`src/rtl/frame_sched_pkg.sv`:
```
// frame_sched_pkg: register map, CTRL bit indices and STATUS field layout shared by the frame page scheduler
package frame_sched_pkg;
  localparam int ADDR_CTRL = 16;
  localparam int ADDR_HOLD = 17;
  localparam int ADDR_CFG = 18;
  localparam int ADDR_STATUS = 19;
  localparam int CTRL_EN = 0;
  localparam int CTRL_AUTO = 1;
  localparam int CTRL_SWAP = 2;
  localparam int STAT_FRONT = 0;
  localparam int STAT_SWAP = 1;
  localparam int STAT_CNT_LSB = 2;
  localparam int STAT_CNT_W = 6;
endpackage

```
`src/rtl/frame_page_scheduler_if.sv`:
```
// frame_page_scheduler_if: register write/read bus from the SPI slave
//   wr_en/wr_addr/wr_data: single-cycle write strobe; rd_addr/rd_data: combinational read
interface frame_page_scheduler_if #(parameter int ADDR_W = 5) ();
  logic wr_en;
  logic [ADDR_W-1:0] wr_addr;
  logic [7:0] wr_data;
  logic [ADDR_W-1:0] rd_addr;
  logic [7:0] rd_data;
  modport master(output wr_en, wr_addr, wr_data, rd_addr, input rd_data);
  modport slave(input wr_en, wr_addr, wr_data, rd_addr, output rd_data);
endinterface

```
`src/rtl/frame_page_store.sv`:
```
// frame_page_store: two pages of FRAME_BYTES byte registers with one write port
//   we/page/idx/data: write port; page0/page1: flattened pages, byte k at [8k+7:8k]
module frame_page_store #(parameter int FRAME_BYTES = 8) (
  input  logic clk,
  input  logic rst_n,
  input  logic we,
  input  logic page,
  input  logic [$clog2(FRAME_BYTES)-1:0] idx,
  input  logic [7:0] data,
  output logic [8*FRAME_BYTES-1:0] page0,
  output logic [8*FRAME_BYTES-1:0] page1
);
  always_ff @(posedge clk or negedge rst_n)
    if (!rst_n) begin
      page0 <= '0;
      page1 <= '0;
    end else if (we) begin
      if (!page) page0[idx*8 +: 8] <= data;
      if (page) page1[idx*8 +: 8] <= data;
    end
endmodule

```
`src/rtl/frame_page_scheduler.sv`:
```
// frame_page_scheduler: double-buffered frame store with tear-free page flips on frame_done
//   bus: register write/read port; frame_done: end-of-frame pulse from the LED driver
//   frame_buffer: displayed page (0 when disabled); frame_cfg: CFG[5:0]; page_flipped: pulse after a flip
module frame_page_scheduler import frame_sched_pkg::*; #(
  parameter int FRAME_BYTES = 8,
  parameter int ADDR_W = 5,
  parameter int CNT_W = 8
) (
  input  logic clk,
  input  logic rst_n,
  frame_page_scheduler_if.slave bus,
  input  logic frame_done,
  output logic [8*FRAME_BYTES-1:0] frame_buffer,
  output logic [5:0] frame_cfg,
  output logic page_flipped
);
  localparam int IDX_W = $clog2(FRAME_BYTES);
  logic front, swap_pending, en, auto_m;
  logic [7:0] hold, cfg, hold_thr, ctrl_rd, status;
  logic [CNT_W-1:0] hold_cnt, frame_cnt;
  logic [8*FRAME_BYTES-1:0] page0, page1, rd_vec;
  logic wr_page, wr_front_half, rd_page, rd_front_half, ctrl_wr, ev, flip, auto_clear, unused_ok;
  assign wr_page = bus.wr_en && bus.wr_addr < ADDR_W'(2*FRAME_BYTES);
  assign wr_front_half = bus.wr_addr >= ADDR_W'(FRAME_BYTES);
  assign rd_page = bus.rd_addr < ADDR_W'(2*FRAME_BYTES);
  assign rd_front_half = bus.rd_addr >= ADDR_W'(FRAME_BYTES);
  assign ctrl_wr = bus.wr_en && bus.wr_addr == ADDR_W'(ADDR_CTRL);
  assign auto_clear = ctrl_wr && auto_m && !bus.wr_data[CTRL_AUTO];
  assign hold_thr = (hold == 8'd0) ? 8'd0 : hold - 8'd1;
  assign ev = frame_done && en;
  // swap_pending is the registered value, so a swap_req arriving with this event waits for the next one
  assign flip = ev && (swap_pending || (auto_m && hold_cnt >= CNT_W'(hold_thr)));
  assign frame_cfg = cfg[5:0];
  assign unused_ok = &{1'b0, frame_cnt};
  // back-page writes decode against the pre-edge front_page, so a coincident flip displays them
  frame_page_store #(.FRAME_BYTES(FRAME_BYTES)) u_store (
    .clk(clk),
    .rst_n(rst_n),
    .we(wr_page),
    .page(wr_front_half ? front : !front),
    .idx(bus.wr_addr[IDX_W-1:0]),
    .data(bus.wr_data),
    .page0(page0),
    .page1(page1)
  );
  always_ff @(posedge clk or negedge rst_n)
    if (!rst_n) begin
      en <= 1'b0;
      auto_m <= 1'b0;
      hold <= '0;
      cfg <= '0;
      front <= 1'b0;
      swap_pending <= 1'b0;
      hold_cnt <= '0;
      frame_cnt <= '0;
      page_flipped <= 1'b0;
    end else begin
      if (ctrl_wr) {auto_m, en} <= {bus.wr_data[CTRL_AUTO], bus.wr_data[CTRL_EN]};
      if (bus.wr_en && bus.wr_addr == ADDR_W'(ADDR_HOLD)) hold <= bus.wr_data;
      if (bus.wr_en && bus.wr_addr == ADDR_W'(ADDR_CFG)) cfg <= bus.wr_data;
      swap_pending <= (ctrl_wr && bus.wr_data[CTRL_SWAP]) ? 1'b1 : flip ? 1'b0 : swap_pending;
      front <= front ^ flip;
      hold_cnt <= (flip || auto_clear) ? '0 : ev ? hold_cnt + 1'b1 : hold_cnt;
      frame_cnt <= frame_cnt + CNT_W'(ev);
      page_flipped <= flip;
    end
  always_comb begin
    frame_buffer = en ? (front ? page1 : page0) : '0;
    rd_vec = (rd_front_half ? front : !front) ? page1 : page0;
    ctrl_rd = '0;
    ctrl_rd[CTRL_EN] = en;
    ctrl_rd[CTRL_AUTO] = auto_m;
    status = '0;
    status[STAT_FRONT] = front;
    status[STAT_SWAP] = swap_pending;
    status[STAT_CNT_LSB +: STAT_CNT_W] = frame_cnt[STAT_CNT_W-1:0];
    bus.rd_data = rd_page ? rd_vec[bus.rd_addr[IDX_W-1:0]*8 +: 8] :
                  bus.rd_addr == ADDR_W'(ADDR_CTRL) ? ctrl_rd :
                  bus.rd_addr == ADDR_W'(ADDR_HOLD) ? hold :
                  bus.rd_addr == ADDR_W'(ADDR_CFG) ? cfg :
                  bus.rd_addr == ADDR_W'(ADDR_STATUS) ? status : 8'd0;
  end
endmodule

```
`src/flat_wrapper.sv`:
```
// flat-port wrapper written by rule: the top's interface ports become plain ports
module frame_page_scheduler_flat import frame_sched_pkg::*;
#(
  parameter int FRAME_BYTES = 8,
  parameter int ADDR_W = 5,
  parameter int CNT_W = 8
)
  (clk, rst_n, frame_done, frame_buffer, frame_cfg, page_flipped, bus_wr_en, bus_wr_addr, bus_wr_data, bus_rd_addr, bus_rd_data);
  frame_page_scheduler_if #(.ADDR_W(ADDR_W)) bus_i ();
  input  logic clk;
  input  logic rst_n;
  input  logic frame_done;
  output logic [8*FRAME_BYTES-1:0] frame_buffer;
  output logic [5:0] frame_cfg;
  output logic page_flipped;
  input wire logic [$bits(bus_i.wr_en)-1:0] bus_wr_en;
  input wire logic [$bits(bus_i.wr_addr)-1:0] bus_wr_addr;
  input wire logic [$bits(bus_i.wr_data)-1:0] bus_wr_data;
  input wire logic [$bits(bus_i.rd_addr)-1:0] bus_rd_addr;
  output wire logic [$bits(bus_i.rd_data)-1:0] bus_rd_data;
  assign bus_i.wr_en = bus_wr_en;
  assign bus_i.wr_addr = bus_wr_addr;
  assign bus_i.wr_data = bus_wr_data;
  assign bus_i.rd_addr = bus_rd_addr;
  assign bus_rd_data = bus_i.rd_data;
  frame_page_scheduler #(.FRAME_BYTES(FRAME_BYTES), .ADDR_W(ADDR_W), .CNT_W(CNT_W)) u_core (.clk(clk), .rst_n(rst_n), .bus(bus_i), .frame_done(frame_done), .frame_buffer(frame_buffer), .frame_cfg(frame_cfg), .page_flipped(page_flipped));
endmodule
```
`config.mk`:
```
export PLATFORM = sky130hd
export DESIGN_NAME = frame_page_scheduler_flat
export DESIGN_NICKNAME = d
export VERILOG_FILES = /design/src/rtl/frame_sched_pkg.sv /design/src/rtl/frame_page_scheduler_if.sv /design/src/rtl/frame_page_store.sv /design/src/rtl/frame_page_scheduler.sv /design/src/flat_wrapper.sv
export SDC_FILE = /design/constraint.sdc
export NUM_CORES = 1
export LEC_CHECK = 0
export BUFFER_PORTS_ARGS = -buffer_cell sky130_fd_sc_hd__buf_2
export CORE_ASPECT_RATIO = 2
export CORE_MARGIN = 4
export CORE_UTILIZATION = 59
export CTS_CLUSTER_DIAMETER = 150
export CTS_CLUSTER_SIZE = 14
export DETAILED_ROUTE_END_ITERATION = 16
export MAX_ROUTING_LAYER = met4
export PLACE_DENSITY_LB_ADDON = 0.1
export RECOVER_POWER = 100
export SYNTH_ARGS = -nofsm -noshare
export SYNTH_HDL_FRONTEND = slang
export SYNTH_SLANG_ARGS = --single-unit
```
`constraint.sdc`:
```
create_clock -name clk -period 3.5 [get_ports clk]
set_clock_uncertainty 0.1 [all_clocks]
set_input_delay 0.35 -clock clk [delete_from_list [all_inputs] [get_ports clk]]
set_output_delay 0.35 -clock clk [all_outputs]
set_load 0.05 [all_outputs]
```
# Word-level counts from Yosys, hierarchy flattened
# Cells that the tools add are included.
word_totals:
  ff_bits: 165
  inputBits: 22
op_classes:
  addsub: 4
  eq_ne: 7
  n_reduce_logical: 19
  n_shift: 3
  muxes: 17
  magnitude_cmp: 5
  bitwise_logic: 2
ops:
  columns: ["op", "n"]
  rows:
  - ["$mux W64", 3]
  - ["$bwmux W64", 2]
  - ["$mux W8", 8]
  - ["$shift A8 B34 Y64 const A", 1]
  - ["$shiftx A64 B7 Y8", 1]
  - ["$shiftx A8 B34 Y64", 1]
  - ["$eq A5 B5 Y1 const B", 7]
  - ["$neg A6 Y34", 1]
  - ["$ge A5 B4 Y1 const B", 2]
  - ["$logic_and A1 B1 Y1", 10]
  - ["$lt A5 B5 Y1 const B", 2]
  - ["$add A8 B1 Y8", 1]
  - ["$add A8 B1 Y8 const B", 1]
  - ["$ge A8 B8 Y1", 1]
  - ["$logic_not A8 Y1", 1]
  - ["$sub A8 B1 Y8 const B", 1]
  - ["$mux W1", 4]
  - ["$reduce_and A2 Y1", 2]
  - ["$reduce_bool A2 Y1", 2]
  - ["$logic_not A1 Y1", 2]
  - ["$logic_or A1 B1 Y1", 2]
  - ["$not A1 Y1", 1]
  - ["$xor A1 B1 Y1", 1]

# Logic depth before layout (Yosys ltp)
# Gate-level depths: netlist (run 1).
depth:
  depth_word: 8
  depth_mapped: 13
  ltp_nobuf: 12

# Modules after synthesis
# A second synthesis (run 1) with hierarchy kept.
unflattened:
  cells_unflattened: 757
  area_unflattened_um2: 9545.4
modules_own_cells:
  columns: ["mod", "seq_area_each_um2", "n_inst", "area_each_um2", "cells_per_inst"]
  rows:
  - ["frame_page_store", 3203.1, 1, 5213.8, 338]
  - ["frame_page_scheduler", 875.8, 1, 4331.7, 419]

# Worst setup path before layout (run 1)
# No wires, ideal clock.
synth_path:
  kind: "input port to output port"
  start: "input port bus_rd_addr[0]"
  end: "output port bus_rd_data[7]"
  t_arrival_ps: 2506
  required_ps: 3050
  path_slack_ps: 544
  stages: 8
  n_path_buf: 4
  cell_sequence: "buf_6 buf_12 buf_4 buf_6 mux2i_1 o21bai_1 o22ai_1 o31ai_1"
synth_via:
  elab_chain_len: 6
synth_lines:
  columns: ["item", "line_no", "rtl"]
  rows:
  - ["start, declared", "flat_wrapper.sv:19", "input wire logic [$bits(bus_i.rd_addr)-1:0] bus_rd_addr;"]
  - ["branches (longest 5 deep; another with $ge A5 B4 Y1)", null, null]
  - ["$mux W8 (*)", "frame_page_scheduler.sv:77", "bus.rd_data = rd_page ? rd_vec[bus.rd_addr[IDX_W-1:0]*8 +: 8] :"]
  - ["end, declared", "flat_wrapper.sv:20", "output wire logic [$bits(bus_i.rd_data)-1:0] bus_rd_data;"]
# Mark *: on every way between the ends.

# Final worst setup path (run 1)
layout_path:
  start: "register u_core.front"
  end: "output port bus_rd_data[1]"
layout_via:
  elab_chain_len: 5
layout_lines:
  columns: ["item", "line_no", "rtl"]
  rows:
  - ["start, declared", "frame_page_scheduler.sv:18", "logic front, swap_pending, en, auto_m;"]
  - ["start signal, assigned", "frame_page_scheduler.sv:62", "front <= front ^ flip;"]
  - ["$logic_not A1 Y1", "frame_page_scheduler.sv:69", "rd_vec = (rd_front_half ? front : !front) ? page1 : page0;"]
  - ["$mux W1 (*)", "frame_page_scheduler.sv:69", null]
  - ["$mux W64 (*)", "frame_page_scheduler.sv:69", null]
  - ["$shiftx A64 B7 Y8 (*)", "frame_page_scheduler.sv:77", null]
  - ["$mux W8 (*)", "frame_page_scheduler.sv:77", null]
# Every way passes the cells marked *; elsewhere a longest branch is shown, timed or not.

==> results.toml, run 1 <==
[outcome]
outcome = "complete, but fails checks"
violations = "max-capacitance violations, max-slew violations"

[sta]
fin_crit_sh = 0.920
fmax_ghz = 0.311
rsz0062_at_grt = "false"
min_period_ns = 3.22
slew_headroom = -0.0755
setup_ws_ns = 0.281
maxSlewViolCount = 59
hold_viol = 0
max_slew.worst_pin.slew_ns = 1.61
finalSetupViolations = 0
setup_tns_ns = 0

[routing]
antenna_left = 0
viasPerCell = 6.22
drc_errors = 0
maxUsedRoutingLayer = "met4"
vias = 6682
drt_wl_total_mm = 24.6
dr.pass1.iters = 5
dr_wl_met2_mm = 13.2
wl_met1_mm = 9.10
drt_iter0_drc = 411
wl_per_cell_um = 22.9
wl_met3_mm = 1.10

[floorplan]
die_w_um = 96.6
fp-row-count = 64
core_area_um2 = 15400
start_util = 0.602
io-pin-count = 101
dieArea_um2 = 17900
dieHeight_um = 185

[critical_path]
r2r_start = "u_core.hold[0]"
crit_start = "u_core.front"
critical_path.top_delay_family = "flip-flops"
end_kind = "primary output"
arrival_ns = 2.77
critPathLaunchType = "flip-flop"
crit_chain = "xor2_1 > nand2b_1 > o22ai_1 > a311o_1 > clkbuf_1"
cpMaxStageDelayCell = "dfrtp_1"
critPathKind = "reg2out"
critPathMaxStageDelay_ns = 0.73
r2r_end = "u_core.hold_cnt[3]"
critPathBufInv = 1
critPathMaxFanout = 9
ff2ff_setup_slack_ns = 0.41
required_ns = 3.05
r2r_cells = 13

[yosys]
seq_area_frac_synth = 0.440
synth_commonest_cells = "163 x dfrtp_1, 128 x mux2_2, 80 x mux2i_1, 71 x nor2b_1, 65 x nand2_1"
ys_types = 49
synth_area_leaders = "dfrtp_1 44%, mux2_2 16%, mux2i_1 8.6%, mux4_2 6.1%, nor2b_1 4.8%"
ys_ff_latch = 163
syn_inst = 780
synth-async-reset-ratio = 1.00
syn-cell-area_um2 = 9260
synth.most_common_cell = "dfrtp_1"
syn_area_per_cell_um2 = 11.9
syn-num-nets = 818
synth_warnings = 0
yosysTopAreaCell = "dfrtp_1"
synth-edff-count = 0
synth_top_area_share = 0.440
synth_flop_cell = "dfrtp_1"

[place]
place_ws_ns = 0.403
gp_congestion = 0.909
io_buffers = 100
hpwl_mm = 17.7

[cts]
cts_inserted_buffers = 17
clockBufferDepth = 2
cts_root_buf = "clkbuf_16"
cts_setup_buffers = 0
clock_sinks = 163
clkSlewWorstSetupHoldPaths_ns = 0.06
htree_levels = 4
tritoncts = "built"
clock_latency_ns = 0.42
postCtsHoldBufs = 1
cts_resized = 0

[flow_run]
max_cap_violations = 2

[global_route]
overflow = 0
grt_util_all_layers = 0.304
grt_pass1_vias = 7054
grt_pass1_wl_mm = 39.0
grt_max_degree = 97
antenna_found_initial = 0

[pwr]
p_per_area_nw_per_um2 = 722
leakage_nw = 4.67
vdd_drop_max_v = 0.000499

[finish]
diodes = 0
area_growth_pct = 11.3
post-route-util = 0.671
nets = 901
nFillCells = 1205
drive_above_1_share = 0.250

[worst_hold_path]
hold_depth = 3
min-delay-start = "bus_wr_data[3]"
holdPathEnd = "u_core.u_store.page0[59]"
hold_class = "in2reg"
routing by layer:
metal / vias to the layer above / global-route usage
li1: 2992 / -
met1: 3391 / 0.348
met2: 221 / 0.510
met3: 78 / 0.0484
met4: 0 / 0.146
met5: - / -
cell families after synthesis:
| logic type | after synthesis | synth area share |
|---|---|---|
| and+or+nand+nor | 213 | 0.123 |
| xor gates and xnor gates | 11 | 0.0104 |
| DFF | 163 | 0.440 |
| adders and majority gates | 16 | 0.0216 |
| buffers and inverters | 64 | 0.0336 |
| muxes | 239 | 0.320 |
| AOI/OAI and AO/OA | 74 | 0.0511 |
flip-flops by register name, indices dropped and copies added, names as in the netlist:
register	cells
u_core.u_store.page0	64
u_core.cfg	8
u_core.u_store.page1	64
u_core.swap_pending	1
u_core.page_flipped	1
u_core.hold	8
u_core.en	1
u_core.frame_cnt	6
u_core.front	1
u_core.auto_m	1
u_core.hold_cnt	8
per-stage QoR:
step	total power [mW]	hold WS, ns	area (um2)	std cells
global placement	5.48	0.381	9870	1041
CTS	7.52	0.213	10500	1074
finish	7.44	0.234	10300	1074
global route	7.82	0.243	10300	1074
floorplan	4.87	-0.0456	9260	780
detailed placement	5.61	0.381	9870	1041
cell usage in the layout, fill, tap and decap left out, drive strengths merged, types with 8 or more instances in the layout:
cell type  count
inv           10
nand2         65
nand3         17
mux4          31
a21oi         14
buf           29
and3           8
nor2          20
mux2         128
mux2i         80
a221oi         8
ha            16
dfrtp        163
o21ai         26
nor3          11
clkbuf       110
o31ai          8
nor2b         71
worst min-delay path, delay by kind of cell:
family	cells	cell delay, ns
AO/OA/AOI/OAI	1	0.07
buffers and inverters	1	0.19
AND/OR/NAND/NOR	1	0.10
layout make-up:
cell class	instances	area (um2)	area share
multi-input cells	553	4840	0.469
flip-flops and latches	163	4080	0.396
repair buffers	117	505	0.0490
clock buffers	23	468	0.0454
well taps	198	248	0.0240
clock inverters	9	129	0.0125
inverters	11	41.3	0.00400
how the worst max path moves through the flow:
stage                               endpoint  slack [ns]  depth (start not counted)
after detailed placement        u_core.front        0.40                         13
after CTS                 u_core.hold_cnt[3]        0.38                         13
after floorplan               bus_rd_data[7]        0.54                          8
final                         bus_rd_data[1]        0.28                          5
after global placement          u_core.front        0.55                         13
after global routing      u_core.hold_cnt[3]        0.11                         13
report_power, final:
group / total (mW) / switching [mW] / internal [mW] / leakage [nW]
clock network: 1.90 / 0.739 / 1.16 / 0.287
logic: 2.65 / 1.54 / 1.11 / 2.24
registers: 2.89 / 0.496 / 2.40 / 2.14
Power figures use the tool's default switching activity.
==> run 2: changes to the inputs <==
--- a/config.mk
+++ b/config.mk
@@ -14,5 +14,5 @@
 export DETAILED_ROUTE_END_ITERATION = 16
 export MAX_ROUTING_LAYER = met4
-export PLACE_DENSITY_LB_ADDON = 0.1
+export PLACE_DENSITY = 0.8
 export RECOVER_POWER = 100
 export SYNTH_ARGS = -nofsm -noshare
==> constraint.sdc (replaced) <==
create_clock -name clk -period 3.5 [get_ports clk]
set_clock_uncertainty 0.1 [all_clocks]
set_input_delay 0.35 -clock clk [delete_from_list [all_inputs] [get_ports clk]]
set_output_delay 0.35 -clock clk [all_outputs]
set_load 0.01 [all_outputs]
==> run 2 against run 1 <==
The flow still finishes with violations (max-capacitance violations, max-slew violations). Setup slack lost 0.049 ns. First-iteration DRC count grew 19%. Routed wire length grew 3.4%. Maximum frequency shrank 1.5%. Largest power group unchanged. Highest routed layer unchanged.
==> results.toml, run 2 (same netlist as run 1, synthesis figures left out) <==
[finish]
diodes = 0
drive_above_1_share = 0.253
area_growth_pct = 11.3
nFillCells = 1204
final_cell_mix = "162 x dfrtp_1, 125 x mux2_2, 80 x mux2i_1"
reg_top3 = "u_core.u_store.page0: 64 flops, u_core.u_store.page1: 64 flops"
final_common_cell = "dfrtp_1"
nets = 897

[floorplan]
io-pin-count = 101
dieArea_um2 = 17900
start_util = 0.602
core_area_um2 = 15400
dieHeight_um = 185
die_w_um = 96.6
fp-row-count = 64

[cts]
cts_inserted_buffers = 17
clock_sinks = 163
htree_levels = 4
cts_setup_buffers = 0
cts_resized = 0
clock_latency_ns = 0.43
postCtsHoldBufs = 1
tritoncts = "built"
clkSlewWorstSetupHoldPaths_ns = 0.07
clockBufferDepth = 2
cts_root_buf = "clkbuf_16"

[critical_path]
critPathBufInv = 2
required_ns = 3.05
r2r_cells = 13
r2r_start = "u_core.hold[0]"
critPathLaunchType = "flip-flop"
arrival_ns = 2.82
critPathMaxStageDelay_ns = 1.01
r2r_end = "u_core.hold_cnt[7]"
end_kind = "primary output"
ff2ff_setup_slack_ns = 0.37
crit_chain = "clkbuf_2 > a221oi_1 > nor3_1 > clkbuf_1"
critPathMaxFanout = 37
cpMaxStageDelayCell = "clkbuf_2"
critPathKind = "reg2out"
critical_path.top_delay_family = "buffers and inverters"

[routing]
wl_per_cell_um = 23.8
dr.pass1.iters = 5
drc_errors = 0
antenna_left = 0
drt_iter0_drc = 489
vias = 6795
viasPerCell = 6.36
drt_wl_total_mm = 25.4

[pwr]
p_per_area_nw_per_um2 = 684
p_total_mw = 7.05
vdd_drop_max_v = 0.000456
leakage_nw = 4.68

[worst_hold_path]
hold_class = "in2reg"
min-delay-start = "bus_wr_data[4]"
hold_depth = 3
holdPathEnd = "u_core.u_store.page0[60]"

[sta]
maxSlewViolCount = 73
hold_viol = 0
rsz0062_at_grt = "false"
setup_tns_ns = 0
max_slew.worst_pin.slew_ns = 1.87
min_period_ns = 3.27
fmax_ghz = 0.306
fin_crit_sh = 0.934
finalSetupViolations = 0
slew_headroom = -0.249

[flow_run]
max_cap_violations = 1

[global_route]
overflow = 0
antenna_found_initial = 0
grt_pass1_wl_mm = 39.8
grt_max_degree = 92
grt_util_all_layers = 0.310
grt_pass1_vias = 7085

[outcome]
outcome = "complete, but fails checks"
violations = "max-capacitance violations, max-slew violations"

[place]
io_buffers = 100
hpwl_mm = 18.0
gp_congestion = 0.913
run 2: cell types whose count changed in the layout (fill, tap and decap cells not counted), moves of 2 or more:
cell | before | now
clkinvlp_4 | 2 | 4
buf_2 | 23 | 25
mux2_2 | 128 | 125
mux2_1 | 0 | 3
clkbuf_1 | 87 | 78
o21ai_0 | 24 | 26
o21ai_1 | 2 | 0
run 2: where the power goes:
group	switching (mW)	internal, mW
clock network	0.761	1.15
logic	1.09	1.12
registers	0.527	2.40
run 2: layout make-up:
cell class	instances	area, um2	share of cell area
tap	198	248	0.0240
inverter	11	41.3	0.00400
timing repair buffer	113	507	0.0492
multi-input combinational	553	4840	0.469
clock inverter	9	130	0.0126
clock buffer	22	464	0.0450
sequential	163	4080	0.396
run 2: worst register-to-register path, stage by stage, from the launching register on:
cell	delay, ns
dfrtp_1	0.40
inv_1	0.09
ha_1	0.17
nor2b_1	0.25
nand3b_1	0.17
or3_1	0.43
and2_0	0.20
ha_1	0.27
nor3b_1	0.19
o21ai_0	0.11
a21oi_1	0.15
buf_4	0.20
o211ai_1	0.13
a31oi_1	0.19
run 2: through the flow:
step	worst slack, ns	cell area (um2)	cells	util	hold WS, ns
3_3_place_gp	0.470	9850	1037	0.641	0.313
3_5_place_dp	0.431	9850	1037	0.641	0.320
4_1_cts	0.403	10500	1069	0.680	0.212
6_report	0.232	10300	1069	0.671	0.229
2_1_floorplan	0.550	9260	780	-	-0.0456
5_1_grt	0.138	10300	1069	0.671	0.228
run 2: worst max path at each step:
stage,cells past startpoint,to,from,slack (ns)
after floorplan,13,u_core.hold_cnt[2],u_core.hold[0],0.55
after global placement,8,bus_rd_data[7],bus_rd_addr[0],0.47
after detailed placement,13,u_core.hold_cnt[7],u_core.hold[0],0.43
after CTS,13,u_core.hold_cnt[7],u_core.hold[0],0.40
after global routing,13,u_core.hold_cnt[7],u_core.hold[0],0.14
final,4,bus_rd_data[0],u_core.front,0.23
run 2: routing by layer:
layer,global-route usage,up-vias,routed length (um)
met4,0.155,0,1250
met3,0.0512,77,1250
li1,-,2978,-
met2,0.512,295,13500
met1,0.361,3445,9430
met5,-,-,0
